===== src/rtl/mlp_feature_loader.sv =====
// mlp_feature_loader: streaming front-end that packs features for the MLP and returns its prediction.
// Ports:
//   clk, rst_n         clock, asynchronous active-low reset
//   s_valid/s_ready    feature input handshake, s_data = one feature
//   mlp_inp            flattened feature vector to top.inp (slot i at [(i+1)*WIDTH_A-1 : i*WIDTH_A])
//   mlp_out            class result from top.out
//   m_valid/m_ready    prediction output handshake, m_class = captured prediction
//   vec_cnt            completed prediction handshakes (only when MLP_LOADER_COUNT_EN is defined)
module mlp_feature_loader #(
   parameter int WIDTH_A       = 8,
   parameter int NUM_A         = 4,
   parameter int OUTWIDTH      = 4,
   parameter int SETTLE_CYCLES = 2
) (
   input  logic                     clk,
   input  logic                     rst_n,
   input  logic                     s_valid,
   output logic                     s_ready,
   input  logic [WIDTH_A-1:0]       s_data,
   output logic [NUM_A*WIDTH_A-1:0] mlp_inp,
   input  logic [OUTWIDTH-1:0]      mlp_out,
   output logic                     m_valid,
   input  logic                     m_ready,
   output logic [OUTWIDTH-1:0]      m_class
`ifdef MLP_LOADER_COUNT_EN
   ,
   output logic [15:0]              vec_cnt
`endif
);
   localparam int IW = $clog2(NUM_A);
   localparam int CW = SETTLE_CYCLES > 1 ? $clog2(SETTLE_CYCLES) : 1;
   typedef enum logic [1:0] {LOAD, SETTLE, OUT} state_t;
   state_t                   r_state, w_next;
   logic [IW-1:0]            r_idx;
   logic [CW-1:0]            r_cnt;
   logic [NUM_A*WIDTH_A-1:0] r_inp;
   logic [OUTWIDTH-1:0]      r_class;
   logic                     r_s_ready, r_m_valid;
   logic                     w_accept, w_last, w_capture;
   assign w_accept  = s_valid && r_s_ready;
   assign w_last    = r_idx == IW'(NUM_A - 1);
   assign w_capture = r_state == SETTLE && r_cnt == '0;
   always_comb begin
      w_next = r_state;
      case (r_state)
         LOAD:    if (w_accept && w_last) w_next = SETTLE;
         SETTLE:  if (r_cnt == '0) w_next = OUT;
         OUT:     if (m_ready) w_next = LOAD;
         default: w_next = LOAD;
      endcase
   end
   always_ff @(posedge clk or negedge rst_n) begin
      if (!rst_n) begin
         r_state   <= LOAD;
         r_s_ready <= 1'b1;
         r_m_valid <= 1'b0;
         r_idx     <= '0;
         r_cnt     <= '0;
         r_inp     <= '0;
         r_class   <= '0;
      end else begin
         r_state   <= w_next;
         // handshake flags follow the registered next state, so no input reaches them combinationally
         r_s_ready <= w_next == LOAD;
         r_m_valid <= w_next == OUT;
         if (w_accept) begin
            r_inp[r_idx*WIDTH_A +: WIDTH_A] <= s_data;
            r_idx <= w_last ? '0 : r_idx + 1'b1;
         end
         if (w_accept && w_last) r_cnt <= CW'(SETTLE_CYCLES - 1);
         else if (r_state == SETTLE && r_cnt != '0) r_cnt <= r_cnt - 1'b1;
         if (w_capture) r_class <= mlp_out;
      end
   end
`ifdef MLP_LOADER_COUNT_EN
   logic [15:0] r_vec_cnt;
   always_ff @(posedge clk or negedge rst_n) begin
      if (!rst_n) r_vec_cnt <= '0;
      else if (r_m_valid && m_ready) r_vec_cnt <= r_vec_cnt + 1'b1;
   end
   assign vec_cnt = r_vec_cnt;
`endif
   assign s_ready = r_s_ready;
   assign m_valid = r_m_valid;
   assign m_class = r_class;
   assign mlp_inp = r_inp;
endmodule


===== config.mk =====
export PLATFORM = sky130hd
export DESIGN_NAME = mlp_feature_loader
export DESIGN_NICKNAME = d
export VERILOG_FILES = /design/src/rtl/mlp_feature_loader.sv
export SDC_FILE = /design/constraint.sdc
export NUM_CORES = 1
export LEC_CHECK = 0
export ABC_AREA = 1
export BUFFER_PORTS_ARGS = -buffer_cell sky130_fd_sc_hd__buf_2
export CAP_MARGIN = 20
export CORE_MARGIN = 4
export CORE_UTILIZATION = 36
export CTS_CLUSTER_SIZE = 25
export DETAILED_ROUTE_END_ITERATION = 10
export MAX_ROUTING_LAYER = met4
export PLACE_DENSITY_LB_ADDON = 0.08
export SLEW_MARGIN = 30
export SYNTH_ARGS = -nofsm -noshare
export SYNTH_HDL_FRONTEND = slang
export SYNTH_SLANG_ARGS = --single-unit

===== constraint.sdc =====
create_clock -name clk -period 1.37 [get_ports clk]
set_clock_uncertainty 0.05 [all_clocks]
set_input_delay 0.0685 -clock clk [delete_from_list [all_inputs] [get_ports clk]]
set_output_delay 0.0685 -clock clk [all_outputs]
set_load 0.1 [all_outputs]

== Yosys cells after proc, flatten, opt, wreduce, memory -nomap -nowiden ==
Index checks and enable logic that the tools add are counted.

* Add/subtract/negate cells: 3
* Multiply operators: 0
* Div/mod/pow operators: 0
* Magnitude comparators: 0
* Eq/ne operators: 4
* Shifts and indexed selects: 2
* Multiplexer cells: 8
* Bitwise operators: 1
* Reductions and logical operators: 7

{| class="wikitable"
|+ Operators with widths
! kind !! count
|-
| $neg A5 Y34 || 1
|-
| $shift A8 B34 Y32 const A || 1
|-
| $shiftx A8 B34 Y32 || 1
|-
| $bwmux W32 || 1
|-
| $mux W2 || 4
|-
| $eq A2 B2 Y1 const B || 3
|-
| $pmux W2 S3 || 1
|-
| $logic_and A1 B1 Y1 || 4
|-
| $logic_not A2 Y1 || 2
|-
| $add A2 B1 Y2 const B || 1
|-
| $eq A2 B1 Y1 const B || 1
|-
| $mux W1 || 2
|-
| $reduce_bool A2 Y1 || 1
|-
| $not A1 Y1 || 1
|-
| $sub A1 B1 Y1 const B || 1
|}

* Flip-flop bits (word level): 43
* Bits in latches: 0
* Bits in writable memories: 0
* Memory bits (read-only): 0
* Bits of input ports: 16
* Output and inout bits: 38
* Word-level logic and storage cells: 32
* Memories: 0

== Longest topological paths before layout ==
Gate-level depths: netlist (run 1).

* Depth after elaboration: 5
* Depth in mapped cells: 9
* Mapped depth without buffers: 7

== Least setup slack after synthesis (run 1) ==
OpenSTA, ideal clock, no wires.

* Path type: reg2reg
* From: register r_s_ready, in the netlist s_ready
* To: register r_inp[10], in the netlist mlp_inp[10]
* Setup time: 0.120 ns
* Arrival time: 1.455 ns
* Required time: 1.200 ns
* Setup slack: -0.255 ns
* Stages on the path, launching flop included: 7
* Path buffers: 1
* Clock period less this slack: 1.625 ns
* Cell sequence: dfstp_2 > nand2_1 > buf_6 > inv_4 > nand2_2 > nand2_1 > nand2_1

* Cells in the longest elaborated chain, start to end: 1

{| class="wikitable"
|+ RTL lines
! item !! line !! source
|-
| from (decl) || 38 || <nowiki>logic r_s_ready, r_m_valid;</nowiki>
|-
| from (signal assigned) || 55 || <nowiki>r_s_ready <= 1'b1;</nowiki>
|-
| from (signal assigned) || 64 || <nowiki>r_s_ready <= w_next == LOAD;</nowiki>
|-
| $logic_and A1 B1 Y1 || 40 || <nowiki>assign w_accept = s_valid && r_s_ready;</nowiki>
|-
| to (signal, indexed assignment) || 67 || <nowiki>r_inp[r_idx*WIDTH_A +: WIDTH_A] <= s_data;</nowiki>
|-
| to (decl) || 36 || <nowiki>logic [NUM_A*WIDTH_A-1:0] r_inp;</nowiki>
|}

Every way passes these cells.
A chain may end at the register's enable or synchronous reset.

== Worst setup path after layout (run 1) ==
* From: register r_idx[1]
* To: register r_inp[11], in the netlist mlp_inp[11]

* Cells in the longest elaborated chain, start to end: 3
* Elaborated cells between the ends (all ways): 4
* Those cells by class: add/sub: 1; shift: 2; mux: 1

{| class="wikitable"
|+ RTL lines
! item !! line !! source
|-
| from (decl) || 34 || <nowiki>logic [IW-1:0] r_idx;</nowiki>
|-
| from (signal assigned) || 68 || <nowiki>r_idx <= w_last ? '0 : r_idx + 1'b1;</nowiki>
|-
| $neg A5 Y34 (*) || 67 ||
|-
| $shiftx A8 B34 Y32 or $shift A8 B34 Y32 (tied branches) || 67 ||
|-
| $bwmux W32 (*) || 67 ||
|}

Mark *: on every way between the ends. The rest lies on a longest branch, timed or not.

==> results.json, run 1 <==
{
  "drive_gt1_share_pct": 31.5,
  "synth_top_cell_by_area": "dfrtp_1",
  "max_slew_margin_pct": 67.2,
  "clock-sinks": 43,
  "endpoint_kind": "flip-flop",
  "grt_max_degree": 21,
  "synth_top_family_by_area": "simple AND/OR/NAND/NOR gates",
  "synth_area_mm2": 0.00196,
  "fin_setup_tns_ps": 0,
  "rsz0062_at_grt": "true",
  "required_ps": 1560,
  "cts_root_buf": "clkbuf_8",
  "area_growth_pct": 34.3,
  "clk_path_buf_depth": 2,
  "cp_data_arrival_time_ps": 1490,
  "fin_nets": 322,
  "synth.distinct_cells": 19,
  "hold_class": "input pin to flip-flop",
  "cpMostUsedCell": "nand2_1",
  "post-route-period-util_pct": 94.8,
  "yosys_warnings": 0,
  "grt_overflow_total": 0,
  "fmax_mhz": 770,
  "syn_inst": 228,
  "die_h_um": 81.7,
  "synth_area_leaders": "dfrtp_1, nand2_1, nor2_1, nand3b_1, ha_1",
  "reg2reg_depth": 6,
  "ys_async_sr_fraction_pct": 100,
  "r2r-start": "r_idx[1]",
  "crit_fanout": 8,
  "cp-start-kind": "flip-flop",
  "whs_endpoint": "mlp_inp[7]",
  "wl_per_cell_um": 12.4,
  "path_class": "flip-flop to flip-flop",
  "finalMaxSlewViolations": 0,
  "vias_per_cell": 4.51,
  "synth_top_area_share_pct": 53.7,
  "drt_first_iter_violations": 60,
  "drtPass1Iterations": 4,
  "cts_tree": "built",
  "hold_violations": 0,
  "num_vias": 1676,
  "synth-seq-cells": 43,
  "syn_nets": 249,
  "nFillCells": 507,
  "synth_xor_area_share_pct": 0,
  "diodes": 0,
  "worstMarginPinSlew_ps": 495,
  "hold_depth": 5,
  "crit_chain": "inv_2 > ha_4 > nand3_2 > nor2_4 > nand2_1 > nand2_1",
  "cp_slowest_cell": "dfrtp_1",
  "r2r_end": "mlp_inp[11]",
  "grt_pass1_vias": 1692,
  "r2r_setup_slack_ps": 70,
  "wl_mm": 4.61,
  "track_usage_pct": 16.1,
  "die_area_mm2": 0.00668,
  "yosysMostFrequentCell": "nand2_1",
  "syn_area_per_cell_um2": 8.58,
  "synth_simple_gate_area_share_pct": 33.3,
  "max_cap_violations": 0,
  "gp_congestion": 0.762,
  "muxShareOfSynthArea_pct": 0,
  "clk_pin_slew_worst_paths_ps": 80,
  "status": "completed",
  "final_antenna_net_count": 0,
  "synth_top_flop_cell": "dfrtp_1",
  "antenna_found_initial": 0,
  "drc": 0,
  "h-tree-depth": 2,
  "synth_compound_area_share_pct": 4.86,
  "core_mm2": 0.00517,
  "cts_buffers": 5,
  "grt_pass1_wl_mm": 7.94,
  "synth_commonest_cells": "nand2_1, dfrtp_1, nor2_1",
  "hold_path.startpoint": "s_data[7]",
  "startpoint": "r_idx[1]",
  "synthAdderAreaFrac_pct": 3.20,
  "ys_seq_area_share_pct": 55.1,
  "finalSetupViolCount": 0,
  "io_pins": 54,
  "crit_path_max_incr_delay_ps": 370,
  "start_util_pct": 37.8,
  "fp-row-count": 26,
  "synth_edf_count": 0,
  "io_buffers": 53,
  "hpwlAfterDp_mm": 3.51,
  "die_w_um": 81.7,
  "clk_latency_ps": 290,
  "period_needed_ps": 1300
}
through the flow:
step / setup slack (ps) / area, um^2 / hold WS (ps) / utilization, % / cells
3_5_place_dp: 7.03 / 2440 / -4.28 / 47.1 / 356
5_1_grt: -27.5 / 2630 / 64.7 / 50.8 / 372
6_report: 71.6 / 2630 / 54.2 / 50.8 / 372
2_1_floorplan: -58.9 / 2040 / -277 / - / 228
3_3_place_gp: 22.2 / 2440 / -0.751 / 47.1 / 356
4_1_cts: 15.1 / 2590 / 49.7 / 50.1 / 370
registers in the layout, summed over array words and instances (netlist names):
register,flops
m_class,4
r_state,2
s_ready,1
mlp_inp,32
r_idx,2
m_valid,1
r_cnt,1
worst max-delay path, delay by kind of cell, from the launching register on:
kind / cells / cell delay (ps)
and+or+nand+nor: 4 / 440
DFF: 1 / 370
adders and majority gates: 1 / 300
buffers and inverters: 1 / 70
repair_timing:
| item | 4_1_cts | 5_1_grt |
|---|---|---|
| setup buffers | 0 | 2 |
| endpoints found under the hold margin | 22 | 0 |
| hold buffers | 6 | 0 |
| setup endpoints to repair | 1 | 32 |
| gates resized for setup | 2 | 6 |
| pin swaps | 1 | 3 |
placed cells by master (no fill, tap or decap), drive strengths merged:
master	Yosys	routed
buf	4	64
clkbuf	0	7
clkinv	0	1
dfrtp	42	42
dfstp	1	1
dlygate4sd3	0	6
ha	5	5
inv	11	11
nand2	105	105
nand3	7	7
nand3b	9	9
nor2	25	25
o21ai	19	19
logic make-up (layout without fill, tap and decap cells):
logic type / count (synthesis) / after routing
AND/OR/NAND/NOR: 146 / 146
adder cells (fa/ha/maj): 5 / 5
flip-flops: 43 / 43
AO/OA/AOI/OAI: 19 / 19
buffers and inverters: 15 / 89
layer usage:
metal  wire (um)  global-route usage (%)
met1        2240                    21.8
met2        2040                    23.6
met3         272                    3.07
met4          59                    6.81
met5           0                       -
cell type report:
type	instances	area (um^2)	share of cell area, %
flip-flops and latches	43	1080	41.2
multi-input cells	170	890	33.9
repair buffers	70	435	16.6
well taps	70	87.6	3.33
clock buffers	7	76.3	2.91
inverters	11	51.3	1.95
clock inverters	1	5.00	0.191
how the worst max path moves through the flow:
stage                              to  slack (ps)  cells past startpoint
after floorplan           mlp_inp[10]         -60                      6
after global placement    mlp_inp[22]          20                      4
after detailed placement  mlp_inp[11]           7                      6
after CTS                 mlp_inp[11]          20                      6
after global routing       mlp_inp[1]         -30                      7
final                     mlp_inp[11]          70                      6
Power of run 1 is not shown: default switching activity piles up to over one toggle a cycle in this logic, so the estimate is an artifact.
==> run 2, diff against run 1 <==
--- a/config.mk
+++ b/config.mk
@@ -8,7 +8,6 @@
 export ABC_AREA = 1
 export BUFFER_PORTS_ARGS = -buffer_cell sky130_fd_sc_hd__buf_2
 export CAP_MARGIN = 20
-export CORE_MARGIN = 4
 export CORE_UTILIZATION = 36
 export CTS_CLUSTER_SIZE = 25
 export DETAILED_ROUTE_END_ITERATION = 10
==> run 2 against run 1 <==
Via count increased by 2.4%. Setup slack got worse by 32 ps. Non-clock buffer count decreased by 1. Fmax decreased by 2.4%. Worst hold slack got worse by 7.8 ps. Critical path depth unchanged. Cell count unchanged. Global-route usage increased by 1.8 points. Wire length decreased by 0.80%. Largest cell class unchanged.
==> results.json, run 2 (same netlist as run 1, synthesis figures left out) <==
{
  "io_buffers": 53,
  "cts_tree": "built",
  "core_mm2": 0.00517,
  "fp-row-count": 26,
  "drt_first_iter_violations": 61,
  "grt_pass1_vias": 1603,
  "crit_fanout": 8,
  "die_area_mm2": 0.00573,
  "hold_violations": 0,
  "hold_path.startpoint": "s_data[7]",
  "clock-sinks": 43,
  "cpMostUsedCell": "nand2_1",
  "die_h_um": 75.7,
  "largest_reg_flops": 32,
  "area_growth_pct": 39.2,
  "gp_congestion": 0.773,
  "drc": 0,
  "required_ps": 1560,
  "hpwlAfterDp_mm": 3.25,
  "cp_data_arrival_time_ps": 1520,
  "h-tree-depth": 2,
  "layout_common_cells": "nand2_1, buf_2, dfrtp_1, nor2_1, o21ai_1",
  "die_w_um": 75.7,
  "startpoint": "r_idx[0]",
  "crit_path_max_incr_delay_ps": 370,
  "wl_per_cell_um": 12.3,
  "num_vias": 1716,
  "start_util_pct": 37.8,
  "wl_mm": 4.57,
  "track_usage_pct": 17.9,
  "cts_root_buf": "clkbuf_8",
  "status": "completed",
  "rsz0062_at_grt": "true",
  "hold_depth": 5,
  "post-route-period-util_pct": 97.1,
  "final_common_cell": "nand2_1",
  "nFillCells": 488,
  "reg2reg_depth": 6,
  "cts_buffers": 5,
  "grt_pass1_wl_mm": 7.31,
  "fin_hold_ws_ps": 46.3,
  "cp_slowest_cell": "dfrtp_1",
  "final_antenna_net_count": 0,
  "crit_chain": "inv_2 > ha_4 > nand3_2 > nor2_4 > nand2_1 > nand2_1",
  "path_class": "flip-flop to flip-flop",
  "max_cap_violations": 0,
  "fin_nets": 322,
  "cp-start-kind": "flip-flop",
  "vias_per_cell": 4.61,
  "finalMaxSlewViolations": 0,
  "diodes": 0,
  "finalSetupViolCount": 0,
  "fmax_mhz": 752,
  "io_pins": 54,
  "endpoint_kind": "flip-flop",
  "worstMarginPinSlew_ps": 493,
  "drive_gt1_share_pct": 33.4,
  "grt_overflow_total": 0,
  "period_needed_ps": 1330,
  "r2r-start": "r_idx[0]",
  "clk_pin_slew_worst_paths_ps": 80,
  "clk_latency_ps": 290,
  "hold_class": "input pin to flip-flop",
  "fin_setup_tns_ps": 0,
  "drtPass1Iterations": 4,
  "clk_path_buf_depth": 2,
  "max_slew_margin_pct": 67.3,
  "grt_max_degree": 27,
  "antenna_found_initial": 0
}
==> run 2: changes by cell type in the layout (fill, tap and decap cells not counted), sizes merged <==
| cell | before | now |
|---|---|---|
| bufinv | 0 | 2 |
| clkbuf | 7 | 6 |
| clkinv | 1 | 0 |
| nand2 | 105 | 106 |
| buf | 64 | 63 |
==> run 2: worst paths after layout <==
kind                         endpoint  slack [ps]
hold reg to reg            m_class[1]         420
setup / recovery           mlp_inp[9]          40
setup reg to reg           mlp_inp[9]          40
hold / removal             mlp_inp[7]          50
max in group asynchronous     s_ready         530
min in group asynchronous  mlp_inp[4]         190
==> run 2: worst max-delay path: cells and delay by family (launching register included) <==
family / cells / cell delay (ps)
buffers and inverters: 1 / 80
adder cells (fa/ha/maj): 1 / 300
AND/OR/NAND/NOR: 4 / 480
flip-flops: 1 / 370
==> run 2: per-layer routing <==
| layer | routed length [um] | track usage [%] |
|---|---|---|
| met5 | 0 | - |
| met1 | 2270 | 23.4 |
| met2 | 2030 | 27.8 |
| met3 | 215 | 3.70 |
| met4 | 63 | 6.17 |
==> run 2: cell type report <==
type | instances | area (um^2) | area share, %
flip-flops and latches | 43 | 1080 | 39.7
multi-input cells | 171 | 913 | 33.6
repair buffers | 69 | 453 | 16.6
well taps | 70 | 87.6 | 3.22
clock buffers | 6 | 72.6 | 2.67
clock inverters | 2 | 60.1 | 2.21
inverters | 11 | 53.8 | 1.98
==> run 2: what timing repair did <==
action                     in CTS  in global routing
cloned                          0                  1
buffers inserted                0                  3
hold buffers                    6                  0
gates resized for setup         1                 17
setup endpoints to repair       4                 30
hold endpoints to repair       22                  0
pin swaps                       0                  6
==> run 2: per-stage QoR <==
| step | worst slack (ps) | instances | utilization [%] | instance area [um^2] |
|---|---|---|---|---|
| detailed placement | 6.70 | 354 | 47.3 | 2450 |
| finish | 39.8 | 372 | 52.6 | 2720 |
| CTS | 11.1 | 368 | 51.2 | 2650 |
| floorplan | -58.9 | 228 | - | 2040 |
| global placement | 24.8 | 354 | 47.3 | 2450 |
| global route | -34.2 | 372 | 52.6 | 2720 |
Power of run 2 is left out for the same reason.
==> run 3, diff against run 2 <==
--- a/config.mk
+++ b/config.mk
@@ -6,11 +6,11 @@
 export NUM_CORES = 1
 export LEC_CHECK = 0
 export ABC_AREA = 1
-export BUFFER_PORTS_ARGS = -buffer_cell sky130_fd_sc_hd__buf_2
 export CAP_MARGIN = 20
 export CORE_UTILIZATION = 36
 export CTS_CLUSTER_SIZE = 25
 export DETAILED_ROUTE_END_ITERATION = 10
+export DONT_BUFFER_PORTS = 1
 export MAX_ROUTING_LAYER = met4
 export PLACE_DENSITY_LB_ADDON = 0.08
 export SLEW_MARGIN = 30
==> run 3 against run 2 <==
Clock-buffer cell count unchanged. Non-clock buffer count shrank 3. Setup slack got worse by 16 ps. Worst hold slack better by 200 ps. Critical path depth fell by 2. Core utilization is 3.2 points higher. Sequential cell count did not move. Cell count down 0.54%. First-iteration DRC count shrank 8.2%. Register-to-register slack worse by 20 ps. Fmax shrank 1.2%. Global-route usage increased by 2.0 points. Highest routed layer unchanged.
==> results.json, run 3 (same netlist as run 1, synthesis figures left out) <==
{
  "status": "completed",
  "fin_setup_tns_ps": 0,
  "path_class": "flip-flop to flip-flop",
  "io_pins": 54,
  "grt_pass1_wl_mm": 8.09,
  "hpwlAfterDp_mm": 3.26,
  "layout_common_cells": "nand2_1, buf_4, dfrtp_1, dlygate4sd3_1, nor2_2",
  "cts_root_buf": "clkbuf_8",
  "critPathTopFamily": "flip-flops",
  "antenna_found_initial": 0,
  "grt_overflow_total": 0,
  "max_slew_margin_pct": 74.7,
  "fin_hold_ws_ps": 243,
  "final_common_cell": "nand2_1",
  "cp_data_arrival_time_ps": 1480,
  "h-tree-depth": 2,
  "gp_congestion": 0.787,
  "cp_num_cells": 4,
  "crit_fanout": 10,
  "hold_violations": 0,
  "grt_max_degree": 44,
  "cts_buffers": 5,
  "cp_slowest_cell": "dfstp_4",
  "core_mm2": 0.00517,
  "fmax_mhz": 743,
  "finish.utilization_pct": 55.8,
  "area_growth_pct": 47.7,
  "reg2reg_depth": 4,
  "critPathBufInv": 1,
  "hold_class": "input pin to async pin",
  "cts_tree": "built",
  "io_buffers": 0,
  "drt_first_iter_violations": 56,
  "track_usage_pct": 19.9,
  "max_cap_violations": 0,
  "largest_reg_flops": 32,
  "vias_per_cell": 4.50,
  "clk_latency_ps": 300,
  "drc": 0,
  "clk_path_buf_depth": 2,
  "fin_nets": 320,
  "drive_gt1_share_pct": 33.7,
  "clk_pin_slew_worst_paths_ps": 80,
  "crit_path_max_incr_delay_ps": 690,
  "finalSetupViolCount": 0,
  "die_w_um": 75.7,
  "fp-row-count": 26,
  "grt_pass1_vias": 1743,
  "num_vias": 1664,
  "post-route-period-util_pct": 98.2,
  "drtPass1Iterations": 4,
  "final_cell_area_mm2": 0.00289,
  "wl_mm": 5.07,
  "final_antenna_net_count": 0,
  "r2r_setup_slack_ps": 20,
  "required_ps": 1510,
  "endpoint_kind": "flip-flop",
  "die_h_um": 75.7,
  "cp-start-kind": "flip-flop",
  "crit_chain": "buf_4 > nand2_4 > o21ai_0 > nand2_1",
  "rsz0062_at_grt": "true",
  "die_area_mm2": 0.00573,
  "finalMaxSlewViolations": 0,
  "clock-sinks": 43,
  "period_needed_ps": 1350,
  "wl_per_cell_um": 13.7,
  "start_util_pct": 37.8,
  "worstMarginPinSlew_ps": 378,
  "diodes": 0,
  "place_area_mm2": 0.00243
}
run 3: changes by cell type in the layout (fill, tap and decap cells not counted), sizes merged:
cell / delta
inv: -1
dlygate4sd3: +10
clkinvlp: +2
buf: -13
run 3: layout make-up:
type / instances / area, um^2
Sequential cell: 43 / 1080
Tap cell: 70 / 87.6
Clock inverter: 2 / 60.1
Clock buffer: 6 / 72.6
Fill cell: 480 / 2280
Timing Repair Buffer: 66 / 588
Inverter: 11 / 55.1
Timing Repair inverter: 1 / 7.51
Multi-Input combinational cell: 171 / 936
run 3: worst paths after layout:
path	startpoint	endpoint
setup / recovery	s_ready	mlp_inp[5]
hold / removal	rst_n	m_valid
setup reg to reg	s_ready	mlp_inp[5]
hold reg to reg	m_class[2]	m_class[2]
max in group asynchronous	rst_n	s_ready
min in group clk	mlp_out[3]	m_class[3]
run 3: repair_timing:
item,in CTS,in global routing
hold buffers,16,1
pin swaps,1,15
hold endpoints to repair,82,4
gates resized for setup,2,28
gates cloned,0,2
setup endpoints to repair,2,35
setup buffers,0,4
run 3: metrics by stage:
step / cells / setup slack, ps
CTS: 364 / 0.962
finish: 370 / 24.1
global placement: 340 / 20.0
floorplan: 228 / -58.9
global route: 370 / -54.3
detailed placement: 340 / 11.3
run 3: layer usage:
metal	part of all wire, %	global-route usage (%)	up-vias
met4	1.3	5.97	0
met3	4.5	5.03	8
met2	47	32.4	42
met1	47	24.5	756
met5	0	-	-
li1	-	-	858
Power of run 3 is left out for the same reason.
